### src/rtl/ft600_pkg.sv
// Shared definitions for the ft600 TX framer: FSM encoding, default SYNC word, CRC-16 constants.
package ft600_pkg;

  typedef enum logic [2:0] {
    StIdle,
    StSync,
    StHdr,
    StPayload,
    StTrailer
  } ft600_state_e;

  localparam logic [15:0] SYNC_WORD_DEFAULT = 16'hA55A;
  localparam logic [15:0] CRC16_POLY        = 16'h1021;
  localparam logic [15:0] CRC16_INIT        = 16'hFFFF;

endpackage

### src/rtl/ft600_crc16_step.sv
// One-word CRC-16/CCITT update: folds a 16-bit word into the running CRC, MSB first.
module ft600_crc16_step
  import ft600_pkg::*;
(
  input  logic [15:0] crc_i,
  input  logic [15:0] data_i,
  output logic [15:0] crc_o
);

  always_comb begin
    logic [15:0] c;
    c = crc_i;
    for (int i = 15; i >= 0; i--) begin
      if (c[15] ^ data_i[i]) begin
        c = {c[14:0], 1'b0} ^ CRC16_POLY;
      end else begin
        c = {c[14:0], 1'b0};
      end
    end
    crc_o = c;
  end

endmodule

### src/rtl/ft600_tx_framer.sv
// Wraps a 16-bit sample stream into SYNC/header/payload/trailer frames for the ft600 TX FIFO.
// Define FT600_TX_FRAMER_CRC_EN for a CRC-16/CCITT-FALSE trailer instead of the additive checksum.
module ft600_tx_framer
  import ft600_pkg::*;
#(
  parameter int unsigned PAYLOAD_LEN = 8,
  parameter logic [15:0] SYNC_WORD   = SYNC_WORD_DEFAULT
) (
  input  logic        clk_i,
  input  logic        rst_ni,
  input  logic        in_valid_i,
  input  logic [15:0] in_data_i,
  output logic        in_ready_o,
  output logic        tx_en_o,
  output logic [15:0] tx_in_o,
  input  logic        tx_full_i,
  output logic        frame_busy_o,
  output logic [7:0]  seq_o
);

  localparam logic [7:0] LenByte = 8'(PAYLOAD_LEN);
  localparam logic [7:0] LastIdx = 8'(PAYLOAD_LEN - 1);

  ft600_state_e state_q;
  logic [7:0]   seq_q;
  logic [7:0]   cnt_q;
  logic [15:0]  chk_q;
  logic [15:0]  chk_upd;
  logic [15:0]  chk_init;

`ifdef FT600_TX_FRAMER_CRC_EN
  assign chk_init = CRC16_INIT;

  ft600_crc16_step u_crc16_step (
    .crc_i  (chk_q),
    .data_i (in_data_i),
    .crc_o  (chk_upd)
  );
`else
  assign chk_init = 16'h0000;
  assign chk_upd  = chk_q + in_data_i;
`endif

  // Outputs decode from the registered state; tx_en is gated by tx_full in the same cycle.
  always_comb begin
    tx_en_o    = 1'b0;
    in_ready_o = 1'b0;
    tx_in_o    = 16'h0000;
    unique case (state_q)
      StSync: begin
        tx_in_o = SYNC_WORD;
        tx_en_o = ~tx_full_i;
      end
      StHdr: begin
        tx_in_o = {seq_q, LenByte};
        tx_en_o = ~tx_full_i;
      end
      StPayload: begin
        tx_in_o    = in_data_i;
        in_ready_o = ~tx_full_i;
        tx_en_o    = in_valid_i & ~tx_full_i;
      end
      StTrailer: begin
        tx_in_o = chk_q;
        tx_en_o = ~tx_full_i;
      end
      default: ;
    endcase
  end

  assign frame_busy_o = (state_q != StIdle);
  assign seq_o        = seq_q;

  always_ff @(posedge clk_i or negedge rst_ni) begin
    if (!rst_ni) begin
      state_q <= StIdle;
      seq_q   <= 8'd0;
      cnt_q   <= 8'd0;
      chk_q   <= 16'h0000;
    end else begin
      unique case (state_q)
        StIdle: begin
          if (in_valid_i) state_q <= StSync;
        end
        StSync: begin
          if (tx_en_o) state_q <= StHdr;
        end
        StHdr: begin
          if (tx_en_o) begin
            state_q <= StPayload;
            cnt_q   <= 8'd0;
            chk_q   <= chk_init;
          end
        end
        StPayload: begin
          // In this state tx_en coincides exactly with an input transfer.
          if (tx_en_o) begin
            cnt_q <= cnt_q + 8'd1;
            chk_q <= chk_upd;
            if (cnt_q == LastIdx) state_q <= StTrailer;
          end
        end
        StTrailer: begin
          if (tx_en_o) begin
            state_q <= StIdle;
            seq_q   <= seq_q + 8'd1;
          end
        end
        default: state_q <= StIdle;
      endcase
    end
  end

endmodule

### config.mk
export PLATFORM = sky130hd
export DESIGN_NAME = ft600_tx_framer
export DESIGN_NICKNAME = d
export VERILOG_FILES = /design/src/rtl/ft600_pkg.sv /design/src/rtl/ft600_crc16_step.sv /design/src/rtl/ft600_tx_framer.sv
export SDC_FILE = /design/constraint.sdc
export NUM_CORES = 1
export LEC_CHECK = 0
export BUFFER_PORTS_ARGS = -buffer_cell sky130_fd_sc_hd__buf_2
export CORE_MARGIN = 3
export CORE_UTILIZATION = 35
export CTS_BUF_LIST = sky130_fd_sc_hd__clkbuf_8
export DETAILED_ROUTE_END_ITERATION = 7
export HOLD_SLACK_MARGIN = 0.05
export SETUP_SLACK_MARGIN = 0.15
export SLEW_MARGIN = 20
export SYNTH_ARGS = -nofsm -noshare
export SYNTH_HDL_FRONTEND = slang
export SYNTH_SLANG_ARGS = --single-unit
### constraint.sdc
create_clock -name clk_i -period 2.24 [get_ports clk_i]
set_clock_uncertainty 0.05 [all_clocks]
set_input_delay 0.672 -clock clk_i [delete_from_list [all_inputs] [get_ports clk_i]]
set_output_delay 0.672 -clock clk_i [all_outputs]
set_load 0.005 [all_outputs]
# Yosys cells after proc, flatten, opt, wreduce, memory -nomap -nowiden

Cells that the tools add are included.

Output and inout port bits: 27
Bits of input ports: 20
Flip-flop bits (word level): 35

Reductions and logical operators: 7
Bitwise gates (word level): 2
Muxes and demuxes: 16
Add/sub/neg operators: 3
Eq/ne operators: 11

Operators with widths:

| operator            | count |
|---|---|
| $pmux 16 s4         | 1 |
| $mux 16             | 2 |
| $pmux 16 s2         | 1 |
| $mux 3              | 6 |
| $add 16x16->16      | 1 |
| $add 8x1->8 const B | 2 |
| $mux 8              | 2 |
| $pmux 8 s2          | 1 |
| $pmux 3 s5          | 1 |
| $ne 2x2->1 const B  | 6 |
| $eq 8x3->1 const B  | 1 |
| $eq 3x2->1 const B  | 2 |
| $reduce_and 6->1    | 1 |
| $eq 3x1->1 const B  | 1 |
| $eq 3x3->1 const B  | 1 |
| $logic_not 3->1     | 1 |
| $reduce_and 3->1    | 1 |
| $reduce_bool 3->1   | 1 |
| $reduce_or 3->1     | 1 |
| $pmux 1 s2          | 1 |
| $reduce_and 2->1    | 1 |
| $reduce_bool 2->1   | 1 |
| $and 1x1->1         | 1 |
| $mux 1              | 1 |
| $not 1->1           | 1 |

# Longest topological paths before layout

Word-level depth: 5
Mapped depth: 10
Gate-level depth less buffers: 10

# Worst setup path after synthesis

No wires, ideal clock.

Path type: input-to-reg
Start: input port in_data_i[0]
End: register chk_q[14]
Path slack: -0.235 ns
Cell stages on the path: 10
Arrival time: 2.333 ns
Library setup time: 0.092 ns
Cell sequence: ha_1 > inv_1 > fa_1 > and2b_1 > o211ai_1 > a21oi_2 > o211ai_2 > a311oi_2 > nor3_1 > o31ai_2

Cells in the longest elaborated chain, start to end: 3

Ends and longest elaborated chain:

| what                 | RTL line              | source |
|---|---|---|
| start, declared      | ft600_tx_framer.sv:12 | `input logic [15:0] in_data_i,` |
| $add 16x16->16       | ft600_tx_framer.sv:41 | `assign chk_upd = chk_q + in_data_i;` |
| $mux 16              | ft600_tx_framer.sv:97 | `if (tx_en_o) begin` |
| $pmux 16 s2          | ft600_tx_framer.sv:81 | `unique case (state_q)` |
| end signal, assigned | ft600_tx_framer.sv:92 | `chk_q <= chk_init;` |
| end signal, assigned | ft600_tx_framer.sv:99 | `chk_q <= chk_upd;` |
| end, declared        | ft600_tx_framer.sv:27 | `logic [15:0] chk_q;` |

Every way passes these cells. The select of a mux whose other input is x is not followed.
A chain may end at the register's enable or synchronous reset.

# Worst setup path in the final report

Start: input port in_data_i[0]
End: register chk_q[12]

The elaborated chain is that of the path after synthesis.

==> results_tabular.tex <==
\begin{tabular}{lr}
\hline
Metric & Value \\
\hline
\multicolumn{2}{l}{\textbf{Run status}} \\
\quad Status & finished, violations left \\
\quad Violated checks & negative setup slack \\
\multicolumn{2}{l}{\textbf{Logic synthesis}} \\
\quad Ranking of synthesized cells by area & sky130\_fd\_sc\_hd\_\_dfrtp\_1 (34\%), sky130\_fd\_sc\_hd\_\_ha\_1 (8.3\%), sky130\_fd\_sc\_hd\_\_nand2\_1 (6.6\%), sky130\_fd\_sc\_hd\_\_o21ai\_0 (4.7\%), sky130\_fd\_sc\_hd\_\_xnor2\_1 (4.4\%) \\
\quad Fraction of synthesis flops using an asynchronous set or reset pin & 1.000 \\
\quad Share of the synthesized area in the top cell type & 0.3410 \\
\quad Number of synthesized flops with an enable pin & 0 \\
\quad Yosys warning total & 0 \\
\quad Mean instance size in the synthesized netlist & 8.678 um\^{}2 \\
\quad Main flop type after synthesis & sky130\_fd\_sc\_hd\_\_dfrtp\_1 \\
\quad Most used standard cell by instance count after synthesis & sky130\_fd\_sc\_hd\_\_nand2\_1 \\
\quad Flops \& latches, synth & 35 \\
\quad List of most frequent post-synthesis cells & sky130\_fd\_sc\_hd\_\_nand2\_1 (45), sky130\_fd\_sc\_hd\_\_dfrtp\_1 (35), sky130\_fd\_sc\_hd\_\_o21ai\_0 (24), sky130\_fd\_sc\_hd\_\_nor2\_1 (21), sky130\_fd\_sc\_hd\_\_ha\_1 (17) \\
\quad Leading area contributor after synthesis & sky130\_fd\_sc\_hd\_\_dfrtp\_1 \\
\quad Nets in the synthesized netlist & 334 \\
\quad Post-synthesis cell type count & 53 \\
\quad Post-Synthesis Cell Area & 0.002569 mm\^{}2 \\
\quad Gate count of the mapped netlist & 296 \\
\quad Seq/Total Area, Yosys & 0.3410 \\
\multicolumn{2}{l}{\textbf{Detailed routing}} \\
\quad Vias & 2611 \\
\quad DRT antenna net count & 0 \\
\quad Number of violations reported at the end of detailed-routing iteration 0 & 68 \\
\quad Via-to-Cell Ratio & 5.191 \\
\quad Routed length per instance & 15.57 um \\
\quad Aggregate routed wire length & 7834 um \\
\quad Post-route DRC violation count & 0 \\
\quad Detailed Routing Iterations Pass 1 & 4 \\
\multicolumn{2}{l}{\textbf{Power and ir drop}} \\
\quad Net switching power & 1.836 mW \\
\quad Clock power frac & 0.110 \\
\quad Overall power & 4.299 mW \\
\quad Part of the total power dissipated in combinational logic & 0.642 \\
\quad Internal power summed over all cells & 2.463 mW \\
\quad Relative contribution of sequential cells to total power & 0.248 \\
\quad Net switching share of the total power & 0.4271 \\
\quad Worst supply voltage drop on vdd & 633.2 uV \\
\quad Areal power density over the cells & 1112 mW/mm\^{}2 \\
\quad Static Leak & 1.863 nW \\
\multicolumn{2}{l}{\textbf{Clocking}} \\
\quad Source-to-sink clock delay at the later pin of the worst-skew pair & 0.29 ns \\
\quad Number of buffers inserted for hold repair after clock tree synthesis & 0 \\
\quad CTS tree & done \\
\quad Worst-path clk slew & 0.08 ns \\
\quad Sink Count & 35 \\
\quad Max Root-Sink Buffers & 2 \\
\quad CTS buffer count & 5 \\
\quad H-tree depth & 2 \\
\quad Clock root buffer master & sky130\_fd\_sc\_hd\_\_clkbuf\_8 \\
\multicolumn{2}{l}{\textbf{Floorplan}} \\
\quad Chip Height & 91.67 um \\
\quad Area enclosed by the die boundary & 0.008403 mm\^{}2 \\
\quad Area inside the core boundary & 0.006944 mm\^{}2 \\
\quad Number of core rows & 30 \\
\quad I/O pins & 47 \\
\quad Die X-Extent & 91.67 um \\
\quad Effective utilization at floorplan & 0.3699 \\
\multicolumn{2}{l}{\textbf{Final layout}} \\
\quad Fraction of final layout cells with drive strength greater than 1 & 0.4693 \\
\quad NumNets Final & 444 \\
\quad Synthesis-to-finish area growth & 50.46\% \\
\quad Number of diodes added for antenna fixing & 0 \\
\multicolumn{2}{l}{\textbf{STA}} \\
\quad Measured slew at the worst slew-check pin & 0.4739 ns \\
\quad Setup repair after global routing missed its margin & true \\
\quad Accumulated negative setup slack & -0.06890 ns \\
\quad Normalized max-slew margin & 0.6841 \\
\quad Least setup slack across all paths after layout & -0.03487 ns \\
\quad Total count of max-transition violations in the final report & 0 \\
\quad Final period util & 1.016 \\
\quad Finish-stage setup viols & 3 \\
\quad Tmin final & 2.275 ns \\
\quad Final Hold Viols & 0 \\
\quad F\_max & 439.6 MHz \\
\multicolumn{2}{l}{\textbf{Worst setup path}} \\
\quad Signal arrival time at the worst endpoint & 2.41 ns \\
\quad Startpoint type of the worst setup path & input port \\
\quad Crit end category & register \\
\quad Number of buffers and inverters on the critical path & 3 \\
\quad Highest fanout seen on the critical path & 2 \\
\quad Critical Path, Cell by Cell & buf\_8, ha\_4, inv\_2, fa\_2, and2b\_1, o211ai\_1, a21oi\_2, o211ai\_2, buf\_4, o21ai\_2, xor2\_1, a22o\_1 \\
\quad Setup slack, reg-to-reg & 0.02 ns \\
\quad Largest stage delay, worst path & 0.25 ns \\
\quad CP Class & input port to register \\
\quad Required time of the critical path & 2.38 ns \\
\quad Family of cells with the greatest summed delay on the critical path & compound AO/OA/AOI/OAI gates \\
\quad Highest-delay cell along the critical path & sky130\_fd\_sc\_hd\_\_o211ai\_1 \\
\multicolumn{2}{l}{\textbf{Global route}} \\
\quad Wire length of the first global-routing pass & 12630 um \\
\quad Number of global-route vias before repair & 2522 \\
\quad Initial antenna violation count & 0 \\
\quad Remaining Overflow, GRT & 0 \\
\quad All-layer global routing usage & 0.1860 \\
\quad Largest net degree at the start of global routing & 36 \\
\multicolumn{2}{l}{\textbf{Placement}} \\
\quad Estimated wirelength of the detail-placed design & 5481 um \\
\quad Number of buffers added on ports & 46 \\
\quad Routability-driven placement congestion ratio & 0.8403 \\
\multicolumn{2}{l}{\textbf{Run}} \\
\quad Count of maximum capacitance violations & 0 \\
\multicolumn{2}{l}{\textbf{Hold path}} \\
\quad Path class of the lowest-slack min-delay path & input port to async pin \\
\hline
\end{tabular}
cell type report:
type                    count  area (um^2)
fillers                   627         3079
multi-input cells         238         1911
flip-flops and latches     35        879.6
repair buffers            118        839.6
well taps                  96        120.1
clock buffers               5        68.82
inverters                   8        30.03
clock inverters             3        16.27
cells by family after synthesis:
family	Yosys count	share of synthesized area
XOR/XNOR	25	0.08524
multiplexers	1	0.004384
AO/OA/AOI/OAI	91	0.2528
adder cells (fa/ha/maj)	18	0.09060
flip-flops	35	0.3410
buffers and inverters	23	0.03848
AND/OR/NAND/NOR	103	0.1875
state kept, by name, summed over array words and instances, names as in the netlist:
name     count
seq_o        8
cnt_q        8
chk_q       16
state_q      3
routing by layer:
layer	up-vias	wire length, um	track usage
met4	0	65	0.03518
met2	48	3806	0.3141
met1	1276	3690	0.2505
met3	6	271	0.03281
li1	1281	-	-
met5	-	0	0
power groups by stage:
stage	Combinational (mW)	Sequential, mW	Clock, mW
3_3_place_gp	2.34	1.03	0
4_1_cts	2.66	1.04	0.487
6_report	2.76	1.07	0.474
3_5_place_dp	2.37	1.04	0
2_1_floorplan	1.56	0.974	0
5_1_grt	3.03	1.09	0.509
what timing repair did:
item                                    in CTS  in global routing
gates resized for setup                     58                 22
setup buffers                               17                  6
endpoints found under the setup margin      26                 29
pin swaps                                   28                 18
cells in the final DEF, fill, tap and decap left out, drive strengths merged, types with 2 or more instances in the layout:
cell    instances
buf           118
nand2          45
dfrtp          35
o21ai          27
nor2           22
a21oi          20
ha             17
xnor2          13
xor2           12
inv             9
nand4           8
a22o            7
nand3           7
o31ai           7
clkbuf          5
nand2b          4
a22oi           4
o21bai          4
nor2b           4
o21a            3
and3            3
a21o            3
and2            2
and4            2
o22ai           2
a211oi          2
o211ai          2
a31oi           2
a311oi          2
final timing paths:
path                         startpoint          to  depth (start not counted)
hold / removal                   rst_ni    chk_q[4]                          2
hold reg to reg                seq_o[7]    seq_o[7]                          1
setup reg to reg               chk_q[0]   chk_q[12]                         11
max in group asynchronous        rst_ni  state_q[0]                          2
min in group clk_i             seq_o[7]    seq_o[7]                          1
setup / recovery           in_data_i[0]   chk_q[12]                         12
stage by stage:
| stage | worst slack (ns) | cells | instance area [um^2] | util | hold WS (ns) |
|---|---|---|---|---|---|
| after detailed placement | -0.5292 | 472 | 3327 | 0.4791 | 0.4403 |
| final | -0.03487 | 503 | 3865 | 0.5566 | 0.3611 |
| after global placement | -0.4278 | 472 | 3327 | 0.4791 | 0.4377 |
| after CTS | -0.03026 | 497 | 3730 | 0.5371 | 0.3881 |
| after global routing | -0.1475 | 503 | 3865 | 0.5566 | 0.4043 |
| after floorplan | -0.1851 | 296 | 2685 | - | 0.3264 |
Note: power is estimated with default switching activity, not from simulation.
